`src/rtl/id_ex_stage.sv`:
```
// id_ex_stage: ID/EX pipeline register for the 5-stage CPU.
// Latches decoder controls, operands, immediate and register addresses,
// detects load-use hazards against the instruction in ID, inserts bubbles
// on hazard or branch flush, and counts both events in saturating counters.
module id_ex_stage #(
  parameter int DATA_W = 32,
  parameter int CNT_W  = 16
) (
  input  logic              clk_i,
  input  logic              rst_i,
  // Decoder controls from ID
  input  logic              RegWrite_i,
  input  logic [2:0]        ALU_op_i,
  input  logic              ALUSrc_i,
  input  logic              RegDst_i,
  input  logic              Branch_i,
  input  logic              BranchType_i,
  input  logic              MemToReg_i,
  input  logic              MemRead_i,
  input  logic              MemWrite_i,
  // Datapath from ID
  input  logic [DATA_W-1:0] pc_plus4_i,
  input  logic [DATA_W-1:0] rs_data_i,
  input  logic [DATA_W-1:0] rt_data_i,
  input  logic [DATA_W-1:0] imm_i,
  input  logic [4:0]        rs_addr_i,
  input  logic [4:0]        rt_addr_i,
  input  logic [4:0]        rd_addr_i,
  // Pipeline control
  input  logic              stall_i,
  input  logic              flush_i,
  // Registered copies for EX
  output logic              RegWrite_o,
  output logic [2:0]        ALU_op_o,
  output logic              ALUSrc_o,
  output logic              RegDst_o,
  output logic              Branch_o,
  output logic              BranchType_o,
  output logic              MemToReg_o,
  output logic              MemRead_o,
  output logic              MemWrite_o,
  output logic [DATA_W-1:0] pc_plus4_o,
  output logic [DATA_W-1:0] rs_data_o,
  output logic [DATA_W-1:0] rt_data_o,
  output logic [DATA_W-1:0] imm_o,
  output logic [4:0]        rs_addr_o,
  output logic [4:0]        rt_addr_o,
  output logic [4:0]        rd_addr_o,
  // Status and front-end control
  output logic              valid_o,
  output logic              hazard_o,
  output logic              pc_write_o,
  output logic              ifid_write_o,
  output logic [CNT_W-1:0]  bubble_cnt_o,
  output logic [CNT_W-1:0]  flush_cnt_o
);

  localparam logic [CNT_W-1:0] CNT_MAX = '1;
  localparam logic [CNT_W-1:0] CNT_ONE = CNT_W'(1);

  // Everything that crosses the ID/EX boundary, bundled so a bubble is '0.
  typedef struct packed {
    logic              regWrite;
    logic [2:0]        aluOp;
    logic              aluSrc;
    logic              regDst;
    logic              branch;
    logic              branchType;
    logic              memToReg;
    logic              memRead;
    logic              memWrite;
    logic [DATA_W-1:0] pcPlus4;
    logic [DATA_W-1:0] rsData;
    logic [DATA_W-1:0] rtData;
    logic [DATA_W-1:0] imm;
    logic [4:0]        rsAddr;
    logic [4:0]        rtAddr;
    logic [4:0]        rdAddr;
  } idEx_t;

  idEx_t            idIn;
  idEx_t            exQ;
  logic             validQ;
  logic             usesRt;
  logic             hazard;
  logic [CNT_W-1:0] bubbleCnt;
  logic [CNT_W-1:0] flushCnt;

  // Gather the ID-stage inputs into one bundle.
  always_comb begin
    // NOTE: every field is assigned on every evaluation, so no latch is inferred.
    idIn.regWrite   = RegWrite_i;
    idIn.aluOp      = ALU_op_i;
    idIn.aluSrc     = ALUSrc_i;
    idIn.regDst     = RegDst_i;
    idIn.branch     = Branch_i;
    idIn.branchType = BranchType_i;
    idIn.memToReg   = MemToReg_i;
    idIn.memRead    = MemRead_i;
    idIn.memWrite   = MemWrite_i;
    idIn.pcPlus4    = pc_plus4_i;
    idIn.rsData     = rs_data_i;
    idIn.rtData     = rt_data_i;
    idIn.imm        = imm_i;
    idIn.rsAddr     = rs_addr_i;
    idIn.rtAddr     = rt_addr_i;
    idIn.rdAddr     = rd_addr_i;
  end

  // Load-use detection: a load in EX whose destination the ID instruction reads.
  always_comb begin
    // rt is a source only for R-type, branches and stores; otherwise it is a destination.
    usesRt = RegDst_i | Branch_i | MemWrite_i;
    hazard = validQ & exQ.memRead & (exQ.rtAddr != 5'd0) &
             ((exQ.rtAddr == rs_addr_i) | (usesRt & (exQ.rtAddr == rt_addr_i)));
  end

  // Pipeline register: flush beats stall beats hazard bubble beats capture.
  always_ff @(posedge clk_i or posedge rst_i) begin
    // NOTE: plain flops only (no memory array), so every bit takes the async reset.
    if (rst_i) begin
      exQ    <= '0;
      validQ <= 1'b0;
    end else if (flush_i) begin
      // NOTE: non-blocking assignments keep all state updating together at the edge.
      exQ    <= '0;
      validQ <= 1'b0;
    end else if (stall_i) begin
      exQ    <= exQ;
      validQ <= validQ;
    end else if (hazard) begin
      exQ    <= '0;
      validQ <= 1'b0;
    end else begin
      exQ    <= idIn;
      validQ <= 1'b1;
    end
  end

  // Saturating event counters, following the same priority as the register.
  always_ff @(posedge clk_i or posedge rst_i) begin
    if (rst_i) begin
      bubbleCnt <= '0;
      flushCnt  <= '0;
    end else if (flush_i) begin
      if (flushCnt != CNT_MAX) flushCnt <= flushCnt + CNT_ONE;
    end else if (!stall_i && hazard) begin
      if (bubbleCnt != CNT_MAX) bubbleCnt <= bubbleCnt + CNT_ONE;
    end
  end

  // Front-end write enables; the PC mux handles flush redirection itself.
  assign pc_write_o   = ~(hazard | stall_i) & ~rst_i;
  assign ifid_write_o = ~(hazard | stall_i) & ~rst_i;
  assign hazard_o     = hazard;

  assign RegWrite_o   = exQ.regWrite;
  assign ALU_op_o     = exQ.aluOp;
  assign ALUSrc_o     = exQ.aluSrc;
  assign RegDst_o     = exQ.regDst;
  assign Branch_o     = exQ.branch;
  assign BranchType_o = exQ.branchType;
  assign MemToReg_o   = exQ.memToReg;
  assign MemRead_o    = exQ.memRead;
  assign MemWrite_o   = exQ.memWrite;
  assign pc_plus4_o   = exQ.pcPlus4;
  assign rs_data_o    = exQ.rsData;
  assign rt_data_o    = exQ.rtData;
  assign imm_o        = exQ.imm;
  assign rs_addr_o    = exQ.rsAddr;
  assign rt_addr_o    = exQ.rtAddr;
  assign rd_addr_o    = exQ.rdAddr;
  assign valid_o      = validQ;
  assign bubble_cnt_o = bubbleCnt;
  assign flush_cnt_o  = flushCnt;

endmodule

```
`config.mk`:
```
export PLATFORM = sky130hd
export DESIGN_NAME = id_ex_stage
export DESIGN_NICKNAME = d
export VERILOG_FILES = /design/src/rtl/id_ex_stage.sv
export SDC_FILE = /design/constraint.sdc
export NUM_CORES = 1
export LEC_CHECK = 0
export ABC_AREA = 1
export CORE_UTILIZATION = 39
export CTS_BUF_LIST = sky130_fd_sc_hd__clkbuf_16
export DETAILED_ROUTE_END_ITERATION = 6
export GPL_ROUTABILITY_DRIVEN = 0
export PLACE_DENSITY = 0.81
export SKIP_CTS_REPAIR_TIMING = 1
export SLEW_MARGIN = 15
export SYNTH_ARGS = -nofsm -noshare
export SYNTH_HDL_FRONTEND = slang
export SYNTH_SLANG_ARGS = --single-unit
```
`constraint.sdc`:
```
create_clock -name clk_i -period 5.7 [get_ports clk_i]
set_input_delay 0.57 -clock clk_i [delete_from_list [all_inputs] [get_ports clk_i]]
set_output_delay 0.57 -clock clk_i [all_outputs]
set_load 0.1 [all_outputs]
```
==> After elaboration in Yosys (flattened, before gate mapping) <==
Index checks and enable logic that the tools add are counted.
{ "word_totals": {"output_inout_bits": 190, "in_bits": 158, "word_cells": 49, "register_bits": 187} }
{ "op_classes": {"add_sub_neg": 2, "mux": 6, "reduce_logical": 5, "eq_ne": 5, "bitwise": 12} }
{ "op_table": {"columns": ["op", "n"], "rows": [
  ["154-bit 2-to-1 mux", 3],
  ["16-bit by 1-bit adder with 16-bit output, second input constant", 2],
  ["16-bit != test, second input constant", 2],
  ["5-bit equality test", 2],
  ["1-bit AND", 5],
  ["5-bit nonzero test", 1],
  ["1-bit OR", 4],
  ["1-bit 2-to-1 mux", 3],
  ["1-bit inverter", 3],
  ["3-bit AND reduction", 1],
  ["2-bit by 1-bit != test with 1-bit output, second input constant", 1],
  ["2-bit AND reduction", 1],
  ["1-bit logical AND", 1],
  ["1-bit zero test", 1]
]} }

==> Depth between registers and ports, before layout <==
Gate-level depths: netlist (run 1).
{ "depth": {"depth_word": 8, "mapped_depth": 11, "depth_no_buf": 11} }

==> Least setup slack after synthesis (run 1) <==
Ideal clock, no wire load.
{ "synth_path": {"path_type": "reg-to-output", "start": "reg exQ (netlist bit rt_addr_o[0])", "end": "out pc_write_o", "t_arrival_ns": 4.759, "setup_slack_ns": 0.371, "n_path_buf": 2, "path_stages_with_launch": 11, "required_time_ns": 5.130, "cell_sequence": "dfrtp_1 > nand2_1 > nand2_1 > nor2_1 > nand3_1 > nand2_2 > nand2_2 > buf_6 > inv_1 > nor3_1 > buf_4"} }
{ "synth_between": {"elab_chain_len": 7, "word_cells_on_any_way": 10, "cone_classes": "eq/ne (2); bitwise (7); reduce/logical (1)"} }
{ "synth_lines": {"columns": ["element", "line_no", "rtl"], "rows": [
  ["from (decl)", "82", "idEx_t exQ;"],
  ["from (signal assigned)", "129", "exQ <= exQ;"],
  ["from (signal assigned)", "135", "exQ <= idIn;"],
  ["5-bit equality test", "115", "((exQ.rtAddr == rs_addr_i) | (usesRt & (exQ.rtAddr == rt_addr_i)));"],
  ["1-bit AND", "115", null],
  ["1-bit OR", "115", null],
  ["1-bit AND (*)", "114", "hazard = validQ & exQ.memRead & (exQ.rtAddr != 5'd0) &"],
  ["named net hazard_o", "51", "output logic hazard_o,"],
  ["1-bit OR (*)", null, null],
  ["1-bit inverter (*)", null, null],
  ["1-bit AND (*)", null, null],
  ["to (decl)", "52", "output logic pc_write_o,"]
]} }
Mark *: on every way through the listed nets, which the timed path passes. The rest lies on a longest branch.

==> Worst setup path after layout (run 1) <==
{ "layout_path": {"start": "in Branch_i", "end": "out ifid_write_o"} }
{ "layout_between": {"elab_chain_len": 8} }
{ "layout_lines": {"columns": ["element", "line_no", "rtl"], "rows": [
  ["from (decl)", "16", "input logic Branch_i,"],
  ["1-bit OR (2 in a row)", "113", "usesRt = RegDst_i | Branch_i | MemWrite_i;"],
  ["1-bit AND", "115", null],
  ["1-bit OR", "115", null],
  ["1-bit AND", "114", null],
  ["1-bit OR", "154", "assign ifid_write_o = ~(hazard | stall_i) & ~rst_i;"],
  ["1-bit inverter", "154", null],
  ["1-bit AND", "154", null],
  ["to (decl)", "53", "output logic ifid_write_o,"]
]} }
Every way passes these cells.

==> flow_metrics.tcl, run 1 <==
set metrics [dict create \
    status "complete, no violations" \
    fin_worst_skew_ns 0.0166 \
    cp-end-kind "primary output" \
    r2r_end "rs_addr_o[0]" \
    place_hpwl_um 17400 \
    grt_pass1_wl_um 40500 \
    critPathRequiredTime_ns 5.13 \
    powerDensity_nw_per_um2 308 \
    cp_max_fo 70 \
    worstPathCellList "clkdlybuf4s50_1 -> nor3_1 -> nor2_1 -> nand3_1 -> nand2_2 -> nand2_4 -> inv_1 -> nor3_1 -> clkdlybuf4s50_1" \
    syn_area_sq_um 8410 \
    setup_tns_ns 0 \
    coreArea_sq_um 21100 \
    ys_types 24 \
    r2r-start "rt_addr_o[3]" \
    diodes 0 \
    clk_latency_ns 0.43 \
    finalCriticalPeriod_ns 4.22 \
    yosysSeqAreaShare_pct 55.6 \
    io_buffers 347 \
    nets 1430 \
    drv_slew 0 \
    first_pass_iters 5 \
    wl_met1_um 10300 \
    clockRootBuffer "clkbuf_16" \
    numCtsBuffers 17 \
    fmax_mhz 237 \
    grt_usage_pct 23.2 \
    area_delta_synth_final_pct 48.5 \
    cap_violations 0 \
    p_leak_nw 5.97 \
    postRouteAntennaNets 0 \
    grt_start_max_net_pins 104 \
    met2_length_um 12500 \
    clk_path_buf_depth 2 \
    rrSetupSlack_ns 2.70 \
    dr_wl_met3_um 2180 \
    cpMaxStageDelayCell "clkdlybuf4s50_1" \
    worstHoldStart "rt_data_o[29]" \
    relSlewSlack_pct 24.1 \
    ys_ff_latch 187 \
    top_layer "met4" \
    rows 53 \
    synth_edf_count 0 \
    hold_viol 0 \
    async_flop_share_pct 100 \
    die_h_um 149 \
    cpPeakStageDelay_ns 1.18 \
    totalWireLength_um 25800 \
    hold_end "rt_data_o[29]" \
    post-route-drc-count 0 \
    crit_type "in2out" \
    die_area_sq_um 22200 \
    holdWs_ns 0.507 \
    htreeDepth 4 \
    initial_core_util_pct 39.9 \
    clk_pin_slew_worst_paths_ns 0.08 \
    n_fill_cell 1825 \
    report.final.setup_viol 0 \
    drive_gt1_share_pct 4.60 \
    p_total_mw 3.85 \
    rr_worst_depth 10 \
    min_path_cells 2 \
    tightestPinTransition_ns 1.13 \
    hold_path.class "reg2reg" \
    wire_per_inst_um 16.6 \
    cts_tree "done" \
    cts.sinks 187 \
    vias 8038 \
    avgSynthCellArea_sq_um 8.71 \
    max-vdd-ir-drop_v 0.000191 \
    synth_top_flop_cell "dfrtp_1" \
    vias_per_cell 5.16 \
    arrival_ns 3.65 \
    post-route-period-util_pct 74.1 \
    syn_inst 966 \
    rsz0062_at_grt "no" \
    ios 348 \
    grt_pass1_vias 7660 \
    synth_nets 1126 \
    antenna_found_initial 0 \
    yosys_warnings 0 \
    critPathLaunchType "primary input" \
    grt.overflow.total 0 \
    die_w_um 149 \
    first_iter_violations 424 \
]
==> placed cells by master, fill, tap and decap left out, types with 8 or more instances in the layout <==
| cell | n |
|---|---|
| xor2_1 | 21 |
| dfrtp_1 | 187 |
| clkbuf_16 | 17 |
| nor3_1 | 14 |
| nand2_1 | 261 |
| inv_1 | 37 |
| nand3_1 | 309 |
| o21ai_0 | 8 |
| nor2_1 | 22 |
| clkdlybuf4s50_1 | 346 |
==> cell usage after synthesis, types with 2 or more instances <==
cell,number,area [sq um]
nand2_1,261,980
nor2_1,23,86.3
nor3_1,14,70.1
xnor2_1,6,52.6
buf_2,19,95.1
clkbuf_1,32,120
xor2_1,21,184
inv_1,37,139
buf_6,17,191
nand3_1,309,1550
dfrtp_1,187,4680
o21ai_0,8,40.0
inv_2,7,26.3
nor3_2,2,20.0
ha_1,2,25.0
nand4_1,5,31.3
o22ai_1,5,31.3
nand2_2,5,31.3
==> power by group <==
| part | switching [mW] | internal, mW | leakage, nW | total [mW] |
|---|---|---|---|---|
| Combinational | 0.883 | 0.303 | 3.20 | 1.19 |
| Sequential | 0.0677 | 1.41 | 2.48 | 1.48 |
| Clock | 0.564 | 0.621 | 0.289 | 1.18 |
==> worst max path at each step <==
stage / slack [ns] / startpoint / cells past startpoint / to
final: 1.48 / Branch_i / 9 / ifid_write_o
after floorplan: 0.04 / rst_i / 1 / ALUSrc_o
after global routing: 1.21 / Branch_i / 9 / ifid_write_o
after CTS: 1.44 / Branch_i / 9 / ifid_write_o
after detailed placement: 1.46 / Branch_i / 9 / ifid_write_o
after global placement: 1.54 / Branch_i / 9 / pc_write_o
==> through the flow <==
step	utilization (%)	cells	instance area, sq um	setup slack [ns]
final	59.2	1558	12500	1.48
after global routing	59.2	1558	12500	1.21
after CTS	59.1	1557	12500	1.44
after detailed placement	56.4	1525	11900	1.46
after global placement	56.4	1525	11900	1.54
after floorplan	-	966	8410	0.0446
==> layout make-up <==
type                            instances  area [sq um]  area share, %
Multi-Input combinational cell        666          3160           25.3
Tap cell                              275           344           2.76
Timing Repair Buffer                  354          3550           28.4
Sequential cell                       187          4680           37.5
Clock buffer                           17           425           3.41
Inverter                               44           175           1.40
Clock inverter                         15           153           1.22
==> cell families after synthesis <==
group,after synthesis,share of synthesized area [%]
AO/OA/AOI/OAI,13,0.848
XOR/XNOR,27,2.81
adder cells (fa/ha/maj),2,0.298
buffers and inverters,113,6.89
flip-flops,187,55.6
AND/OR/NAND/NOR,624,33.5
==> registers in the layout, indices dropped and copies added, names as in the netlist <==
register,count
RegWrite_o,1
pc_plus4_o,32
Branch_o,1
MemWrite_o,1
imm_o,32
rt_addr_o,5
rt_data_o,32
ALU_op_o,3
bubble_cnt_o,16
RegDst_o,1
MemToReg_o,1
flush_cnt_o,16
rs_data_o,32
rs_addr_o,5
BranchType_o,1
valid_o,1
ALUSrc_o,1
MemRead_o,1
rd_addr_o,5
==> per-layer routing <==
metal  track usage, %  vias to the layer above
met5                0                        -
met4             9.69                        0
met3             6.12                       50
met2             37.3                      352
met1             29.4                     3834
li1                 -                     3802
==> critical path, delay by kind of cell <==
family	cells	cell delay [ns]
buf+inv	3	1.75
simple gates	6	1.33
No activity file was read; power rests on OpenSTA's default activity.
==> run 2: changes to the inputs <==
--- a/config.mk
+++ b/config.mk
@@ -6,11 +6,11 @@
 export NUM_CORES = 1
 export LEC_CHECK = 0
 export ABC_AREA = 1
-export CORE_UTILIZATION = 39
+export CORE_UTILIZATION = 43
 export CTS_BUF_LIST = sky130_fd_sc_hd__clkbuf_16
 export DETAILED_ROUTE_END_ITERATION = 6
 export GPL_ROUTABILITY_DRIVEN = 0
-export PLACE_DENSITY = 0.81
+export PLACE_DENSITY = 0.84
 export SKIP_CTS_REPAIR_TIMING = 1
 export SLEW_MARGIN = 15
 export SYNTH_ARGS = -nofsm -noshare
==> constraint.sdc (replaced) <==
create_clock -name clk_i -period 4.2 [get_ports clk_i]
set_input_delay 0.42 -clock clk_i [delete_from_list [all_inputs] [get_ports clk_i]]
set_output_delay 0.42 -clock clk_i [all_outputs]
set_load 0.1 [all_outputs]
==> flow_metrics.tcl, run 2 (synthesized netlist as in run 1, its figures left out) <==
set metrics [dict create \
    vias 8130 \
    swShare_pct 38.7 \
    p_seq_share_pct 38.4 \
    cts_tree "done" \
    totalWireLength_um 25900 \
    drv_slew 0 \
    p_sw_mw 2.03 \
    nets 1435 \
    die_area_sq_um 20100 \
    fin_worst_skew_ns 0.0135 \
    cts.sinks 187 \
    initial_core_util_pct 44.4 \
    grt_pass1_wl_um 41700 \
    grt_start_max_net_pins 91 \
    combPwrFrac_pct 30.8 \
    critPathRequiredTime_ns 3.78 \
    first_iter_violations 531 \
    antenna_found_initial 0 \
    max-vdd-ir-drop_v 0.000288 \
    arrival_ns 2.57 \
    rsz0062_at_grt "no" \
    layout_commonest_cell "clkdlybuf4s50_1" \
    finalCriticalPeriod_ns 2.99 \
    clk_latency_ns 0.43 \
    wire_per_inst_um 16.7 \
    coreArea_sq_um 19000 \
    post-route-period-util_pct 71.3 \
    area_delta_synth_final_pct 49.5 \
    cp-end-kind "primary output" \
    fmax_mhz 334 \
    internal_power_mw 3.23 \
    io_buffers 347 \
    diodes 0 \
    p_leak_nw 6.01 \
    crit_type "reg2out" \
    powerDensity_nw_per_um2 418 \
    drive_gt1_share_pct 5.20 \
    multiInputGateArea_sq_um 3170 \
    first_pass_iters 5 \
    place_hpwl_um 17800 \
    tightestPinTransition_ns 1.04 \
    relSlewSlack_pct 30.5 \
    post-route-drc-count 0 \
    grt_pass1_vias 8056 \
    crit_start "rt_addr_o[3]" \
    p_clk_share_pct 30.8 \
    p_total_mw 5.26 \
    layout_common_cells "343 x clkdlybuf4s50_1, 309 x nand3_1, 261 x nand2_1, 187 x dfrtp_1, 38 x inv_1" \
    clk_pin_slew_worst_paths_ns 0.08 \
    ios 348 \
    die_h_um 142 \
    rrSetupSlack_ns 1.96 \
    hold_path.class "in2async" \
    die_w_um 142 \
    grt.overflow.total 0 \
    rr_worst_depth 10 \
    report.final.setup_viol 0 \
    postRouteAntennaNets 0 \
    hold_viol 0 \
    numCtsBuffers 17 \
    n_fill_cell 1480 \
    r2r-start "rt_addr_o[3]" \
    htreeDepth 4 \
    vias_per_cell 5.25 \
    cp_max_fo 53 \
    clockRootBuffer "clkbuf_16" \
    rows 50 \
    critPathLaunchType "flip-flop" \
    clk_path_buf_depth 2 \
    grt_usage_pct 26.1 \
    cap_violations 0 \
    r2r_end "imm_o[12]" \
    regArea_sq_um 4680 \
    setup_tns_ns 0 \
    status "complete, no violations" \
]
==> run 2: cell types whose count changed in the layout (fill, tap and decap cells not counted) <==
cell and change:
clkinv_8 +1, inv_8 -3, clkdlybuf4s50_1 -3, nor3_4 +1, buf_12 +4, clkinv_4 -2, bufinv_16 +1, buf_4 +4
nor3_1 -1, clkinvlp_4 +4, inv_6 -2, inv_1 +1
==> run 2: routing by layer <==
layer	share of wire [%]	vias to the layer above	wire length (um)	GRT usage, %
li1	-	3809	-	-
met1	41	3932	10500	32.9
met2	49	326	12700	43.2
met3	7.0	63	1820	6.38
met4	3.5	0	911	10.6
met5	0	-	0	0
==> run 2: how the worst max path moves through the flow <==
stage	to	cells past startpoint
floorplan	pc_write_o	10
global placement	pc_write_o	9
detailed placement	ifid_write_o	9
CTS	ifid_write_o	10
global route	pc_write_o	10
finish	ifid_write_o	10
==> run 2: power groups by stage <==
| stage | clock network [mW] | logic, mW | registers, mW |
|---|---|---|---|
| after global placement | 0 | 1.61 | 2.04 |
| after global routing | 1.72 | 1.69 | 2.03 |
| after floorplan | 0 | 0.266 | 2.89 |
| final | 1.62 | 1.62 | 2.02 |
| after detailed placement | 0 | 1.62 | 2.05 |
| after CTS | 1.65 | 1.62 | 2.02 |
==> run 2: stage by stage <==
step                      std cells  worst slack [ns]  util (%)  hold slack (ns)  instance area [sq um]
after CTS                      1547              1.18      66.2            0.506                  12600
after global routing           1548             0.997      66.3            0.431                  12600
final                          1548              1.21      66.3            0.425                  12600
after global placement         1515              1.31      63.1            0.482                  12000
after floorplan                 966             0.443         -            0.558                   8420
after detailed placement       1515              1.27      63.1            0.493                  12000
==> run 2: layout make-up <==
class                      count  share of cell area, %
sequential                   187                   37.2
clock inverter                15                   1.33
inverter                      44                   1.36
multi-input combinational    666                   25.2
timing repair buffer         359                   28.9
clock buffer                  17                   3.38
tap                          260                   2.59
==> run 2: critical path: stages, from the launching register on <==
cell,delay [ns]
dfrtp_1,0.42
inv_1,0.15
nand2_1,0.07
nand2_1,0.08
nor2_1,0.04
nand3_1,0.09
nand2_2,0.10
nand2_4,0.46
inv_1,0.19
nor3_4,0.17
buf_4,0.32
